$ cat config.mk
export PLATFORM = sky130hd
export DESIGN_NAME = svga_sync_gen
export DESIGN_NICKNAME = d
export VERILOG_FILES = /design/src/rtl/svga_timing_pkg.sv /design/src/rtl/svga_sync_gen_pixel_tick_gen.sv /design/src/rtl/svga_sync_gen.sv
export SDC_FILE = /design/constraint.sdc
export NUM_CORES = 1
export LEC_CHECK = 0
export ABC_CLOCK_PERIOD_IN_PS = 3500
export BUFFER_PORTS_ARGS = -buffer_cell sky130_fd_sc_hd__buf_4
export CORE_AREA = 2 2 77 79
export CTS_BUF_LIST = sky130_fd_sc_hd__clkbuf_16
export DETAILED_ROUTE_END_ITERATION = 8
export DIE_AREA = 0 0 79 81
export PLACE_DENSITY = 0.53
export SLEW_MARGIN = 20
export SYNTH_ARGS = -nofsm -noshare
export SYNTH_HDL_FRONTEND = slang
export SYNTH_SLANG_ARGS = --single-unit
$ cat constraint.sdc
create_clock -name clk -period 3.5 [get_ports clk]
set_clock_uncertainty 0.15 [all_clocks]
set_input_delay 0.875 -clock clk [delete_from_list [all_inputs] [get_ports clk]]
set_output_delay 0.875 -clock clk [all_outputs]
set_load 0.05 [all_outputs]
$ cat src/rtl/svga_timing_pkg.sv
// Display timing constants shared by the sync generator and its users.
// Holds the 800x600@72 and 640x480@60 modes plus the frame-total helpers.
package svga_timing_pkg;

    localparam int X_W = 11;
    localparam int Y_W = 10;

    // 800x600 @72 Hz, 50 MHz pixel rate from a 100 MHz clock
    localparam int SVGA_CLK_DIV = 2;
    localparam int SVGA_H_DISP  = 800;
    localparam int SVGA_H_FP    = 56;
    localparam int SVGA_H_SYNC  = 120;
    localparam int SVGA_H_BP    = 64;
    localparam int SVGA_V_DISP  = 600;
    localparam int SVGA_V_FP    = 37;
    localparam int SVGA_V_SYNC  = 6;
    localparam int SVGA_V_BP    = 23;
    localparam bit SVGA_H_POL   = 1'b1;
    localparam bit SVGA_V_POL   = 1'b1;

    // 640x480 @60 Hz, 25 MHz pixel rate from a 100 MHz clock
    localparam int VGA_CLK_DIV  = 4;
    localparam int VGA_H_DISP   = 640;
    localparam int VGA_H_FP     = 16;
    localparam int VGA_H_SYNC   = 96;
    localparam int VGA_H_BP     = 48;
    localparam int VGA_V_DISP   = 480;
    localparam int VGA_V_FP     = 10;
    localparam int VGA_V_SYNC   = 2;
    localparam int VGA_V_BP     = 33;
    localparam bit VGA_H_POL    = 1'b0;
    localparam bit VGA_V_POL    = 1'b0;

    function automatic int h_total(input int disp, input int fp, input int sync, input int bp);
        return disp + fp + sync + bp;
    endfunction

    function automatic int v_total(input int disp, input int fp, input int sync, input int bp);
        return disp + fp + sync + bp;
    endfunction

endpackage

$ cat src/rtl/svga_sync_gen_pixel_tick_gen.sv
// Pixel-rate enable: one clk-wide pulse every CLK_DIV system clocks.
// The pulse is registered so it is low during reset even when CLK_DIV is 1.
module pixel_tick_gen #(
    parameter int CLK_DIV = 2
) (
    input  logic clk,
    input  logic reset,
    output logic p_tick
);

    localparam int DIV_W = (CLK_DIV > 1) ? $clog2(CLK_DIV) : 1;
    localparam logic [DIV_W-1:0] DIV_LAST = DIV_W'(CLK_DIV - 1);

    logic [DIV_W-1:0] div_cnt_reg;
    logic [DIV_W-1:0] div_cnt_next;
    logic             p_tick_reg;

    always_comb begin
        div_cnt_next = (div_cnt_reg == DIV_LAST) ? '0 : div_cnt_reg + DIV_W'(1);
    end

    // Loading the decode of the next count gives the same waveform as
    // decoding div_cnt_reg, without a path from reset to p_tick.
    always_ff @(posedge clk) begin
        if (reset) begin
            div_cnt_reg <= '0;
            p_tick_reg  <= 1'b0;
        end else begin
            div_cnt_reg <= div_cnt_next;
            p_tick_reg  <= (div_cnt_next == DIV_LAST);
        end
    end

    assign p_tick = p_tick_reg;

endmodule

$ cat src/rtl/svga_sync_gen.sv
// Horizontal/vertical timing core: pixel counters, registered syncs and
// visible-area flag, plus line/frame wrap pulses for the pixel generator.
module svga_sync_gen
    import svga_timing_pkg::*;
#(
    parameter int CLK_DIV = SVGA_CLK_DIV,
    parameter int H_DISP  = SVGA_H_DISP,
    parameter int H_FP    = SVGA_H_FP,
    parameter int H_SYNC  = SVGA_H_SYNC,
    parameter int H_BP    = SVGA_H_BP,
    parameter int V_DISP  = SVGA_V_DISP,
    parameter int V_FP    = SVGA_V_FP,
    parameter int V_SYNC  = SVGA_V_SYNC,
    parameter int V_BP    = SVGA_V_BP,
    parameter bit H_POL   = SVGA_H_POL,
    parameter bit V_POL   = SVGA_V_POL
) (
    input  logic           clk,
    input  logic           reset,
    output logic           p_tick,
    output logic           hsync,
    output logic           vsync,
    output logic           video_on,
    output logic [X_W-1:0] pixel_x,
    output logic [Y_W-1:0] pixel_y,
    output logic           line_end,
    output logic           frame_start
);

    localparam int H_TOTAL = h_total(H_DISP, H_FP, H_SYNC, H_BP);
    localparam int V_TOTAL = v_total(V_DISP, V_FP, V_SYNC, V_BP);

    localparam logic [X_W-1:0] X_LAST   = X_W'(H_TOTAL - 1);
    localparam logic [X_W-1:0] X_VIS    = X_W'(H_DISP);
    localparam logic [X_W-1:0] HS_START = X_W'(H_DISP + H_FP);
    localparam logic [X_W-1:0] HS_STOP  = X_W'(H_DISP + H_FP + H_SYNC);
    localparam logic [Y_W-1:0] Y_LAST   = Y_W'(V_TOTAL - 1);
    localparam logic [Y_W-1:0] Y_VIS    = Y_W'(V_DISP);
    localparam logic [Y_W-1:0] VS_START = Y_W'(V_DISP + V_FP);
    localparam logic [Y_W-1:0] VS_STOP  = Y_W'(V_DISP + V_FP + V_SYNC);

    logic [X_W-1:0] pixel_x_reg;
    logic [X_W-1:0] pixel_x_next;
    logic [Y_W-1:0] pixel_y_reg;
    logic [Y_W-1:0] pixel_y_next;
    logic           hsync_reg;
    logic           hsync_next;
    logic           vsync_reg;
    logic           vsync_next;
    logic           video_on_reg;
    logic           video_on_next;
    logic           x_wrap;

    pixel_tick_gen #(
        .CLK_DIV (CLK_DIV)
    ) u_tick (
        .clk    (clk),
        .reset  (reset),
        .p_tick (p_tick)
    );

    assign x_wrap = p_tick && (pixel_x_reg == X_LAST);

    always_comb begin
        pixel_x_next = pixel_x_reg;
        pixel_y_next = pixel_y_reg;
        if (p_tick) begin
            if (pixel_x_reg == X_LAST) begin
                pixel_x_next = '0;
                pixel_y_next = (pixel_y_reg == Y_LAST) ? '0 : pixel_y_reg + Y_W'(1);
            end else begin
                pixel_x_next = pixel_x_reg + X_W'(1);
            end
        end
    end

    // Decoding the next-state counters keeps the registered syncs in
    // phase with pixel_x/pixel_y instead of one pixel late.
    always_comb begin
        hsync_next    = (pixel_x_next >= HS_START && pixel_x_next < HS_STOP) ? H_POL : ~H_POL;
        vsync_next    = (pixel_y_next >= VS_START && pixel_y_next < VS_STOP) ? V_POL : ~V_POL;
        video_on_next = (pixel_x_next < X_VIS) && (pixel_y_next < Y_VIS);
    end

    always_ff @(posedge clk) begin
        if (reset) begin
            pixel_x_reg  <= '0;
            pixel_y_reg  <= '0;
            hsync_reg    <= ~H_POL;
            vsync_reg    <= ~V_POL;
            video_on_reg <= 1'b0;
        end else begin
            pixel_x_reg  <= pixel_x_next;
            pixel_y_reg  <= pixel_y_next;
            hsync_reg    <= hsync_next;
            vsync_reg    <= vsync_next;
            video_on_reg <= video_on_next;
        end
    end

    assign pixel_x     = pixel_x_reg;
    assign pixel_y     = pixel_y_reg;
    assign hsync       = hsync_reg;
    assign vsync       = vsync_reg;
    assign video_on    = video_on_reg;
    assign line_end    = x_wrap;
    assign frame_start = x_wrap && (pixel_y_reg == Y_LAST);

endmodule

# ---- Word level (Yosys, flattened, before mapping)
# Index checks and enable logic that the tools add are counted.
dict set report totals {
  out_inout_bits 27
  regBits 25
  elab_cells 30
  input_bits 2
}
dict set report op_classes {
  magnitude_cmp 6
  n_mux 7
  n_reduce_logical 6
  add_sub_neg 3
  eq_ne 2
}
# cell n
set op_table {}
lappend op_table {{10-bit 2-to-1 mux} 3}
lappend op_table {{11-bit by 10-bit less-than comparator with 1-bit output (second input constant)} 2}
lappend op_table {{11-bit 2-to-1 mux} 2}
lappend op_table {{10-bit less-than comparator (second input constant)} 2}
lappend op_table {{11-bit by 1-bit adder with 11-bit output (second input constant)} 1}
lappend op_table {{11-bit == test (second input constant)} 1}
lappend op_table {{11-bit by 10-bit greater-or-equal comparator with 1-bit output (second input constant)} 1}
lappend op_table {{10-bit by 1-bit adder with 10-bit output (second input constant)} 1}
lappend op_table {{10-bit == test (second input constant)} 1}
lappend op_table {{10-bit greater-or-equal comparator (second input constant)} 1}
lappend op_table {{1-bit logical AND} 5}
lappend op_table {{1-bit 2-to-1 mux} 2}
lappend op_table {{2-bit OR reduction} 1}
lappend op_table {{1-bit adder (second input constant)} 1}

# ---- Logic depth before layout (Yosys ltp)
dict set report depth {
  depth_word 7
  mapped_depth 10
  depth_no_buf 8
}

# ---- By module
# From an unflattened synthesis, not the netlist that was laid out.
dict set report unflattened {
  hier_cells 193
  area_unflattened_um2 1505.2
}
# mod area_each_um2 cells_per_inst seq_area_each_um2 instances
set by_module_without_submodules {}
lappend by_module_without_submodules {svga_sync_gen 1481.4 191 480.5 1}
lappend by_module_without_submodules {pixel_tick_gen 23.8 2 20.0 1}

# ---- Worst setup path after synthesis
# No wires, ideal clock.
dict set report synth_timing {
  kind {reg2out}
  start {register pixel_y_reg[0] (netlist: pixel_y[0])}
  end {output frame_start}
  path_slack_ns -0.120
  path_buffers 1
  required_time_ns 2.475
  stages_incl_launch_ff 6
  t_arrival_ns 2.595
  cell_sequence {dfxtp_1 ha_1 or4b_4 or3_1 buf_6 nor2_1}
}
dict set report synth_between {
  elab_chain_cells 2
}
# element line_no
set synth_rtl {}
lappend synth_rtl {{start, declared} svga_sync_gen.sv:44} ;# logic [Y_W-1:0] pixel_y_reg;
lappend synth_rtl {{start signal, assigned} svga_sync_gen.sv:94} ;# pixel_y_reg <= pixel_y_next;
lappend synth_rtl {{10-bit == test} svga_sync_gen.sv:107} ;# assign frame_start = x_wrap && (pixel_y_reg == Y_LAST);
lappend synth_rtl {{1-bit logical AND} svga_sync_gen.sv:107}
lappend synth_rtl {{end, declared} svga_sync_gen.sv:27} ;# output logic frame_start
# No other way between the ends.

# ---- Worst setup path after layout
# Same ends and word-level chain as after synthesis.

==> implementation parameters <==
Parameter                              Value

Status
  Status    complete, no violations

Logic synthesis
  Count of synthesis-stage warnings from yosys    0
  Post-synthesis cell type with the largest combined area    dfxtp_1
  Async SR Flop Fraction    0%
  Syn Std Cell Area    1630 sq um
  Top_reg_cell synth    dfxtp_1
  #FFs+latches synth    25
  Nets in the synthesized netlist    205
  Synth top area share    30.6%
  Post-synthesis instance total    200
  Number of enable flip-flop cells after synthesis    0
  Synth top area cells    dfxtp_1 (31%), nor2_1 (5.7%), xnor2_1 (3.8%), xor2_1 (3.2%), a21oi_1 (3.1%)
  Sequential element share of the synthesized area    30.6%
  Post-Syn Area per Cell    8.17 sq um
  Number of distinct library cell variants in the gate-level netlist after synthesis    54

Global route
  Maximum number of pins on one net before global-route repair    25
  Global-route wire length before repair    7.09 mm
  Number of global-route vias before repair    1,415
  GRT overflow    0
  Number of antenna violations at the first check in global routing    0
  Overall track demand over capacity in global routing    13.8%

Pwr
  Share of total power consumed by net switching    22.8%
  Portion of total power attributed to sequential cells    50.1%
  Switch Pwr    0.134 mW
  Fraction of power consumed by the clock network    44.9%
  Internal Pwr Total    0.452 mW
  Largest vdd supply drop    0.195 mV
  Power density relative to cell area    298 nW/um^2
  Portion of total power attributed to combinational logic    5.1%
  Total power draw    0.586 mW
  Leakage power figure    0.698 nW

Final layout
  Non-filler cells in the finished layout    296
  Non-Filler Cell Area, Final    1960 sq um
  Fraction of layout instances using a drive strength above 1    22.2%
  Max reg flops    11
  Layout net count    227
  Number of antenna cells inserted    0
  Layout-stage area growth over the synthesis result    20.1%

Clocking
  Later-pin clock latency in the skew report    0.26 ns
  # clock sinks    25
  Post-CTS setup repair buffer count    0
  Clock transition at the register clock pins on the worst setup and hold paths after CTS    0.07 ns
  Inserted Clock Buffers    3
  TritonCTS clock tree    built
  Count of instances resized after the clock tree is built    0
  Longest Clk Path Bufs    2
  Number of buffers inserted by hold repair at cts    0
  Root buffer selected by CTS    clkbuf_16
  H-Tree Level Count    1

Setup path
  Family with the most delay on the worst path    simple AND/OR/NAND/NOR gates
  Worst path max stage delay    0.52 ns
  Startpoint type of the worst setup path    register
  Critical path endpoint category    output pin
  CP max FO    11
  Arrival @ worst endpoint    2.29 ns
  Highest-delay cell along the critical path    dfxtp_1
  Critical setup path kind    register to output pin
  List of cells traversed by the critical path    ha_1 > or4b_4 > or3_1 > nor2_2 > buf_4
  CP Data Required Time    2.47 ns
  Worst Path Buf+Inv    1

Routing
  Average vias per placed instance    5.37
  DRC errors left    0
  Wire length per cell    14.3 um
  Routed Wire Length    4.24 mm
  Number of optimization iterations in the first detailed-route pass    4
  Detail Route Antenna Nets    0
  1st-iter DRT viols    171
  Via total after detailed routing    1,590

Timing
  Part of the cycle the worst path needs    94.6%
  Slew Viols, Final    0
  Actual transition at the worst max-transition pin    0.537 ns
  Setup TNS after final layout    0 ns
  Min Tclk post-route    3.31 ns
  Unrepaired setup endpoints after global routing    false
  Slew margin rel.    64.1%
  Setup-violating endpoint count in the final report    0
  Fin. Hold Viols    0
  Top achievable clock speed    0.302 GHz

Placed design
  Placer Congestion    0.823
  Post-detail-place hpwl    3.00 mm
  Placed cells    292
  Number of buffers added on ports    28
  Placed Area    1880 sq um

Floorplanning
  Starting Density    28.8%
  Number of I/O pins    29
  Site row count    28
  Area of the placeable core    5680 sq um
  Width of the die    79 um
  Area enclosed by the die boundary    6400 sq um
  Floorplan die height    81 um

Run
  # Max-Cap Violations    0

Worst hold path
  Class of the worst hold path    register to register
[power by group through the flow]
stage	Sequential, mW	Combinational (mW)	Clock (mW)
4_1_cts	0.293	0.0301	0.272
5_1_grt	0.294	0.0317	0.289
3_3_place_gp	0.300	0.0300	0
2_1_floorplan	0.310	0.0105	0
6_report	0.293	0.0297	0.263
3_5_place_dp	0.300	0.0301	0
[routing by layer]
| metal | routed length (um) | track usage (%) |
|---|---|---|
| met1 | 2150 | 19.7 |
| met2 | 1900 | 20.7 |
| met3 | 138 | 2.11 |
| met4 | 46 | 5.86 |
| met5 | 0 | 0 |
[final timing paths]
check | startpoint | to | slack, ns | cells after the start
setup / recovery | pixel_y[0] | frame_start | 0.19 | 5
hold / removal | pixel_x[1] | pixel_x[1] | 0.38 | 2
setup reg to reg | pixel_y[0] | vsync | 0.64 | 7
hold reg to reg | pixel_x[1] | pixel_x[1] | 0.38 | 2
[tightest hold or removal path: stages (launching register included)]
cell      delay, ns
dfxtp_1        0.35
nand2b_1       0.08
a21oi_1        0.06
[synthesized netlist by cell type (2+ instances only)]
| library cell | count |
|---|---|
| buf_6 | 3 |
| xnor2_1 | 7 |
| inv_1 | 5 |
| a31oi_1 | 2 |
| xor2_1 | 6 |
| nor4_1 | 5 |
| nand2_1 | 10 |
| nand4_1 | 6 |
| and3_1 | 2 |
| a211oi_1 | 4 |
| nor4b_1 | 2 |
| o21ai_0 | 8 |
| and4_1 | 3 |
| clkbuf_1 | 8 |
| ha_1 | 3 |
| nand2b_1 | 2 |
| a21boi_0 | 4 |
| o211ai_1 | 2 |
| nor2_1 | 25 |
| dfxtp_1 | 25 |
| or3_1 | 5 |
| buf_4 | 2 |
| nor4b_2 | 2 |
| nor3_1 | 9 |
| nor3b_1 | 3 |
| a41oi_1 | 2 |
| a21oi_1 | 10 |
| nand3_1 | 9 |
[cells in the final DEF (no fill, tap or decap), drive strengths merged, types with 2 or more instances in the layout]
master,instances
nand2,10
nand4,6
a41oi,3
nor3b,3
nor2,25
buf,31
clkbuf,3
xor2,6
nor4b,4
nand3,10
o21ai,10
a2111oi,2
nor3,10
a21oi,10
dfxtp,25
a211oi,4
xnor2,7
and4,3
ha,3
nor4,5
o211ai,2
nand2b,2
inv,6
a21boi,4
or3,5
and3,3
a31oi,2
[final cells by class]
class                           instances  area [sq um]
Fill cell                             637          3710
Inverter                                6          22.5
Tap cell                               75          93.8
Multi-Input combinational cell        155          1030
Clock inverter                          1          7.51
Clock buffer                            3          75.1
Sequential cell                        25           500
Timing Repair Buffer                   31           233
[cells by family (layout without fill, tap and decap cells)]
group	after synthesis	after routing	share of synthesized area, %
adder cells (fa/ha/maj)	3	3	2.30
AND/OR/NAND/NOR	91	91	31.9
buffers and inverters	20	41	6.43
AO/OA/AOI/OAI	48	48	21.7
flip-flops	25	25	30.6
XOR/XNOR	13	13	6.97
[stage by stage]
| step | util [%] | setup slack [ns] | hold WS [ns] |
|---|---|---|---|
| floorplan | - | 0.115 | 0.573 |
| global placement | 33.1 | 0.523 | 0.358 |
| detailed placement | 33.1 | 0.467 | 0.382 |
| CTS | 34.6 | 0.181 | 0.389 |
| global route | 34.6 | 0.0908 | 0.409 |
| finish | 34.6 | 0.190 | 0.384 |
(Power assumes the default switching activity.)
